==> config.mk <==
export PLATFORM = sky130hd
export DESIGN_NAME = decode_stage
export DESIGN_NICKNAME = d
export VERILOG_FILES = /design/src/rtl/decode_stage.sv
export SDC_FILE = /design/constraint.sdc
export NUM_CORES = 1
export LEC_CHECK = 0
export ABC_AREA = 1
export CORE_MARGIN = 8
export CORE_UTILIZATION = 46
export CTS_CLUSTER_SIZE = 10
export DETAILED_ROUTE_END_ITERATION = 10
export PLACE_DENSITY = 0.83
export RECOVER_POWER = 100
export SLEW_MARGIN = 20
export SYNTH_ARGS = -nofsm -noshare
export SYNTH_HDL_FRONTEND = slang
export SYNTH_SLANG_ARGS = --single-unit
==> constraint.sdc <==
create_clock -name clock -period 2.5 [get_ports clock]
set_input_delay 0.375 -clock clock [delete_from_list [all_inputs] [get_ports clock]]
set_output_delay 0.375 -clock clock [all_outputs]
set_load 0.01 [all_outputs]
==> src/rtl/decode_stage.sv <==
// RV32I decode pipeline register feeding register_file read ports and execute/writeback.
// Define DECODE_SCOREBOARD_EN to add the RAW/WAW pending-write scoreboard and issue stall.
module decode_stage (
   input  logic        clock,
   input  logic        reset,
   input  logic        instruction_valid,
   output logic        instruction_ready,
   input  logic [31:0] instruction,
   input  logic [31:0] pc,
   output logic        decode_valid,
   input  logic        decode_ready,
   output logic [4:0]  rs1,
   output logic [4:0]  rs2,
   output logic        uses_rs1,
   output logic        uses_rs2,
   output logic [4:0]  register_write_select,
   output logic        register_write,
   output logic [31:0] immediate,
   output logic [6:0]  opcode,
   output logic [2:0]  funct3,
   output logic        funct7_bit5,
   output logic [31:0] pc_out,
   output logic        illegal,
   input  logic        retire_valid,
   input  logic [4:0]  retire_select
);

   localparam logic [6:0] OP_R      = 7'b0110011;
   localparam logic [6:0] OP_IMM    = 7'b0010011;
   localparam logic [6:0] OP_LOAD   = 7'b0000011;
   localparam logic [6:0] OP_JALR   = 7'b1100111;
   localparam logic [6:0] OP_STORE  = 7'b0100011;
   localparam logic [6:0] OP_BRANCH = 7'b1100011;
   localparam logic [6:0] OP_LUI    = 7'b0110111;
   localparam logic [6:0] OP_AUIPC  = 7'b0010111;
   localparam logic [6:0] OP_JAL    = 7'b1101111;
   localparam logic [6:0] OP_FENCE  = 7'b0001111;
   localparam logic [6:0] OP_SYSTEM = 7'b1110011;

   logic [6:0]  d_opcode;
   logic [4:0]  d_rd;
   logic [4:0]  d_rs1;
   logic [4:0]  d_rs2;
   logic        d_uses_rs1;
   logic        d_uses_rs2;
   logic        d_writes_rd;
   logic        d_write;
   logic        d_illegal;
   logic [31:0] d_imm;
   logic        accept;
   logic        stall;

   assign d_opcode = instruction[6:0];
   assign d_rd     = instruction[11:7];
   assign d_rs1    = instruction[19:15];
   assign d_rs2    = instruction[24:20];

   always_comb begin
      d_uses_rs1  = 1'b0;
      d_uses_rs2  = 1'b0;
      d_writes_rd = 1'b0;
      d_illegal   = 1'b0;
      d_imm       = 32'h0;
      case (d_opcode)
         OP_R: begin
            d_uses_rs1  = 1'b1;
            d_uses_rs2  = 1'b1;
            d_writes_rd = 1'b1;
         end
         OP_IMM, OP_LOAD, OP_JALR: begin
            d_uses_rs1  = 1'b1;
            d_writes_rd = 1'b1;
            d_imm       = {{20{instruction[31]}}, instruction[31:20]};
         end
         OP_STORE: begin
            d_uses_rs1 = 1'b1;
            d_uses_rs2 = 1'b1;
            d_imm      = {{20{instruction[31]}}, instruction[31:25], instruction[11:7]};
         end
         OP_BRANCH: begin
            d_uses_rs1 = 1'b1;
            d_uses_rs2 = 1'b1;
            d_imm      = {{19{instruction[31]}}, instruction[31], instruction[7],
                          instruction[30:25], instruction[11:8], 1'b0};
         end
         OP_LUI, OP_AUIPC: begin
            d_writes_rd = 1'b1;
            d_imm       = {instruction[31:12], 12'h0};
         end
         OP_JAL: begin
            d_writes_rd = 1'b1;
            d_imm       = {{11{instruction[31]}}, instruction[31], instruction[19:12],
                           instruction[20], instruction[30:21], 1'b0};
         end
         OP_FENCE, OP_SYSTEM: begin
         end
         default: d_illegal = 1'b1;
      endcase
   end

   // x0 is hardwired, so a write to it is never a real write (and never a hazard)
   assign d_write = d_writes_rd && (d_rd != 5'd0);

`ifdef DECODE_SCOREBOARD_EN
   logic [31:0] pending;
   logic [31:0] pending_next;

   assign stall = (d_uses_rs1 && pending[d_rs1]) ||
                  (d_uses_rs2 && pending[d_rs2]) ||
                  (d_write    && pending[d_rd]);

   // clear first so a same-index set in the same cycle wins
   always_comb begin
      pending_next = pending;
      if (retire_valid && (retire_select != 5'd0))
         pending_next[retire_select] = 1'b0;
      if (accept && d_write)
         pending_next[d_rd] = 1'b1;
      pending_next[0] = 1'b0;
   end

   always_ff @(posedge clock) begin
      if (reset)
         pending <= 32'h0;
      else
         pending <= pending_next;
   end
`else
   logic unused_retire;
   assign unused_retire = retire_valid ^ (|retire_select);
   assign stall = 1'b0;
`endif

   assign instruction_ready = !reset && (!decode_valid || decode_ready) && !stall;
   assign accept            = instruction_valid && instruction_ready;

   always_ff @(posedge clock) begin
      if (reset) begin
         decode_valid          <= 1'b0;
         rs1                   <= 5'd0;
         rs2                   <= 5'd0;
         uses_rs1              <= 1'b0;
         uses_rs2              <= 1'b0;
         register_write_select <= 5'd0;
         register_write        <= 1'b0;
         immediate             <= 32'h0;
         opcode                <= 7'd0;
         funct3                <= 3'd0;
         funct7_bit5           <= 1'b0;
         pc_out                <= 32'h0;
         illegal               <= 1'b0;
      end else if (accept) begin
         decode_valid          <= 1'b1;
         rs1                   <= d_rs1;
         rs2                   <= d_rs2;
         uses_rs1              <= d_uses_rs1;
         uses_rs2              <= d_uses_rs2;
         register_write_select <= d_rd;
         register_write        <= d_write;
         immediate             <= d_imm;
         opcode                <= d_opcode;
         funct3                <= instruction[14:12];
         funct7_bit5           <= instruction[30];
         pc_out                <= pc;
         illegal               <= d_illegal;
      end else if (decode_ready) begin
         decode_valid <= 1'b0;
      end
   end

endmodule

# Word-level counts from Yosys, hierarchy flattened
# Index checks and enable logic that the tools add are counted.
word_totals:
  register_bits: 95
  inputBits: 74
op_classes:
  n_reduce_logical: 14
  mux: 7
  n_eq_ne: 11
ops:
  columns: ["operator", "n"]
  rows:
  - ["$pmux W32 S5", 1]
  - ["$eq A7 B7 Y1 const B", 4]
  - ["$eq A7 B6 Y1 const B", 3]
  - ["$eq A7 B5 Y1 const B", 2]
  - ["$reduce_or A11 Y1", 1]
  - ["$eq A7 B2 Y1 const B", 1]
  - ["$eq A7 B4 Y1 const B", 1]
  - ["$reduce_or A7 Y1", 1]
  - ["$mux W1", 6]
  - ["$reduce_or A3 Y1", 2]
  - ["$reduce_or A6 Y1", 1]
  - ["$reduce_bool A5 Y1", 1]
  - ["$logic_and A1 B1 Y1", 3]
  - ["$logic_not A1 Y1", 2]
  - ["$reduce_bool A2 Y1", 1]
  - ["$reduce_or A2 Y1", 1]
  - ["$logic_or A1 B1 Y1", 1]

# Depth between registers and ports, before layout
depth:
  depth_word: 5
  depth_mapped: 10

# Worst setup path before layout
# No wires, ideal clock.
synth_timing:
  path_kind: "input-to-reg"
  from: "input port decode_ready"
  to: "register funct3[0]"
  path_buffers: 2
  required_ns: 2.386
  cell_stages: 7
  t_arrival_ns: 1.301
  setup_time_ns: 0.114
  slack_ns: 1.085
  path_cell_list: "inv_1 -> a21oi_1 -> nand2_1 -> buf_2 -> clkbuf_1 -> nand3_1 -> nand2_1"
synth_via:
  elab_chain_len: 3
synth_lines:
  columns: ["element", "line_no", "text"]
  rows:
  - ["from (decl)", "11", "input logic decode_ready,"]
  - ["$logic_or A1 B1 Y1", "134", "assign instruction_ready = !reset && (!decode_valid || decode_ready) && !stall;"]
  - ["$logic_and A1 B1 Y1", "134", null]
  - ["net instruction_ready", "7", "output logic instruction_ready,"]
  - ["$logic_and A1 B1 Y1", "135", "assign accept = instruction_valid && instruction_ready;"]
  - ["to (signal assigned)", "162", "funct3 <= instruction[14:12];"]
  - ["to (decl)", "20", "output logic [2:0] funct3,"]
# The timed path passes the listed nets, and every way through them passes these cells.
# A chain may end at the register's enable or synchronous reset.

# Worst setup path after layout
layout_timing:
  from: "input port decode_ready"
  to: "output port instruction_ready"
layout_via:
  elab_chain_len: 2
layout_lines:
  columns: ["element", "line_no"]
  rows:
  - ["$logic_or A1 B1 Y1", "134"]
  - ["$logic_and A1 B1 Y1", "134"]
  - ["to (decl)", "7"]
# No other way between the ends.

==> results.ini <==
[outcome]
status=completed

[sta]
max_freq_ghz=0.446
finalSetupTns_ns=0
fin_skew_ns=0.00552
setup_violations=0
finalMaxSlewViolations=0
relSlewSlack=0.487
rsz0062_at_grt=no
hold_viol_final=0
period_share=0.896
fin_crit_ns=2.24
worst_pin_slew_ns=0.770
worst_slack_ns=0.260

[placed_design]
dp_hpwl_mm=9.30
dp_slack_ns=0.382
port_buffers=163
gp_congestion=0.842

[synthesis]
netlist_top_cells_area=dfxtp_1 46%, nand2_1 18%, nand3_1 11%, nand3_2 4.4%, a21oi_2 2.8%
async_flop_share=0
synth-main-ff-cell=dfxtp_1
synth_edf_count=0
syn_area_um2=4090
yosys_warnings=0
ys_ff_latch=95
seq_area_frac_synth=0.465
syn_nets=618
syn_inst=544
syn-mean-instance-area_um2=7.52
synth_largest_area_cell=dfxtp_1
synth.distinct_cells=27
yosysTopAreaCellShare=0.465

[hold_path]
hold_path.class=flip-flop to flip-flop
whs_endpoint=rs1[1]$_SDFFE_PP0P_
hold_depth=2
hp-start=rs1[1]$_SDFFE_PP0P_

[global_route]
grt_pass1_wl_mm=20.3
grt_max_degree=87
antenna_found_initial=0
grt_pass1_vias=4173
grtUsageTotal=0.212
grt_overflow=0

[clock_tree]
ctsResizeCount=0
cts_made_buffers=9
h-tree-depth=3
clock_latency_ns=0.36
cts_root_buf=clkbuf_8
cts.path.max_buffers=2
clkTransAtPathRegs_ns=0.10
cts_hold_buf=0
cts_tree=built
postCtsSetupBuffers=0
clock-sinks=95

[detailed_routing]
drcViolationCount=0
final_antenna_net_count=0
routed_via_density=5.14
routed_wl_mm=12.9
first_pass_iters=6
vias=4122
drt-initial-drc-count=219
wl_per_cell_um=16.1

[die]
core.rowCount=34
die_area_um2=12200
io_pins=170
fp.dieW_um=110
dieHeight_um=110
core_area_um2=8680
start_util=0.472

[setup_path]
crit_path_end_kind=output pin
startpoint_type=primary input
required_ns=2.12
rr_worst_depth=6
path_class=primary input to output pin
critPathArrivalTime_ns=1.87
r2r-end=register_write$_SDFFE_PP0P_
worstPathMaxFanout=2
worstSetupStartpoint=decode_ready
reg2reg_from=decode_valid$_SDFFE_PP0P_
r2r_slack_ns=0.90

[final_layout]
drive_gt1_frac=0.0951
synthToLayoutAreaGrowth_pct=43.2
fillers=750
diodes=0
final_nets=763

[power_and_ir_drop]
leakagePower_nw=2.84
ir_drop_mv=0.377
total_power_mw=3.18
powerDensity_nw_per_um2=542

[flow_run]
cap_viol_max_count=0

[Yosys cell counts (2+ instances only)]
library cell / instances
inv_2: 3
inv_1: 21
nor2_2: 2
nand3_2: 18
buf_6: 5
buf_1: 2
a21oi_2: 13
nand2_2: 14
buf_2: 11
nor2_1: 12
buf_4: 2
nand3_1: 90
a21oi_1: 20
o21ai_0: 7
nand2_4: 3
nor2_4: 2
nand2_1: 200
dfxtp_1: 95
clkbuf_1: 16
[routing by layer]
layer | GRT usage | vias up | share of wire
li1 | - | 2034 | -
met1 | 0.229 | 1903 | 0.37
met2 | 0.358 | 169 | 0.47
met3 | 0.0965 | 16 | 0.14
met4 | 0.0780 | 0 | 0.016
met5 | 0 | - | 0
[how the worst max path moves through the flow]
stage / cells past startpoint / slack, ns / end
5_1_grt: 4 / 0.19 / instruction_ready
2_1_floorplan: 7 / 1.08 / funct3[0]$_SDFFE_PP0P_
3_3_place_gp: 4 / 0.40 / instruction_ready
3_5_place_dp: 10 / 0.38 / immediate[16]$_SDFFE_PP0P_
6_report: 4 / 0.26 / instruction_ready
4_1_cts: 4 / 0.37 / instruction_ready
[flip-flops by register name, summed over array words and instances, names as in the netlist]
register and flops:
immediate 32, pc_out 32, opcode 7, register_write_select 5, rs1 5, rs2 5, funct3 3, decode_valid 1
funct7_bit5 1, illegal 1, register_write 1, uses_rs1 1, uses_rs2 1
[layout make-up]
cell class / count / area, um^2 / area share
sequential: 95 / 1900 / 0.324
multi-input combinational: 389 / 1830 / 0.313
timing repair buffer: 170 / 1690 / 0.289
clock buffer: 10 / 138 / 0.0235
tap: 108 / 135 / 0.0231
inverter: 24 / 90.1 / 0.0154
clock inverter: 6 / 68.8 / 0.0117
[cells in the final DEF (no fill, tap or decap), types with 2 or more instances in the layout]
cell / instances
nor2_4: 2
dfxtp_1: 95
buf_4: 5
nand2_2: 15
o21ai_0: 8
nor2_2: 2
nand3_1: 105
nor2_1: 12
dlygate4sd3_1: 98
nand3_2: 3
clkbuf_8: 10
nand2_1: 199
a21oi_1: 20
inv_2: 3
clkdlybuf4s50_1: 65
nand2_4: 3
clkinv_4: 2
a21oi_2: 13
inv_1: 21
[per-stage QoR]
step | instance area [um^2] | utilization | hold WS, ns | instances
global route | 5860 | 0.675 | 0.487 | 802
floorplan | 4090 | - | 0.486 | 544
finish | 5860 | 0.675 | 0.465 | 802
global placement | 5740 | 0.661 | 0.451 | 786
detailed placement | 5740 | 0.661 | 0.457 | 786
CTS | 5940 | 0.685 | 0.471 | 802
[cell families after synthesis]
kind of cell | after synthesis | share of synthesized area
flops | 95 | 0.465
simple gates | 346 | 0.400
compound gates | 43 | 0.0657
buf+inv | 60 | 0.0694
[critical path, cell delays in order]
cell	delay, ns
dlygate4sd3_1	0.54
inv_1	0.05
a21oi_1	0.24
dlygate4sd3_1	0.67
[where the power goes]
| group | total, mW | leakage, nW | switching, mW | internal (mW) |
|---|---|---|---|---|
| Clock | 1.05 | 0.103 | 0.559 | 0.495 |
| Combinational | 0.499 | 1.95 | 0.254 | 0.245 |
| Sequential | 1.63 | 0.778 | 0.0369 | 1.59 |
(Power assumes the default switching activity.)
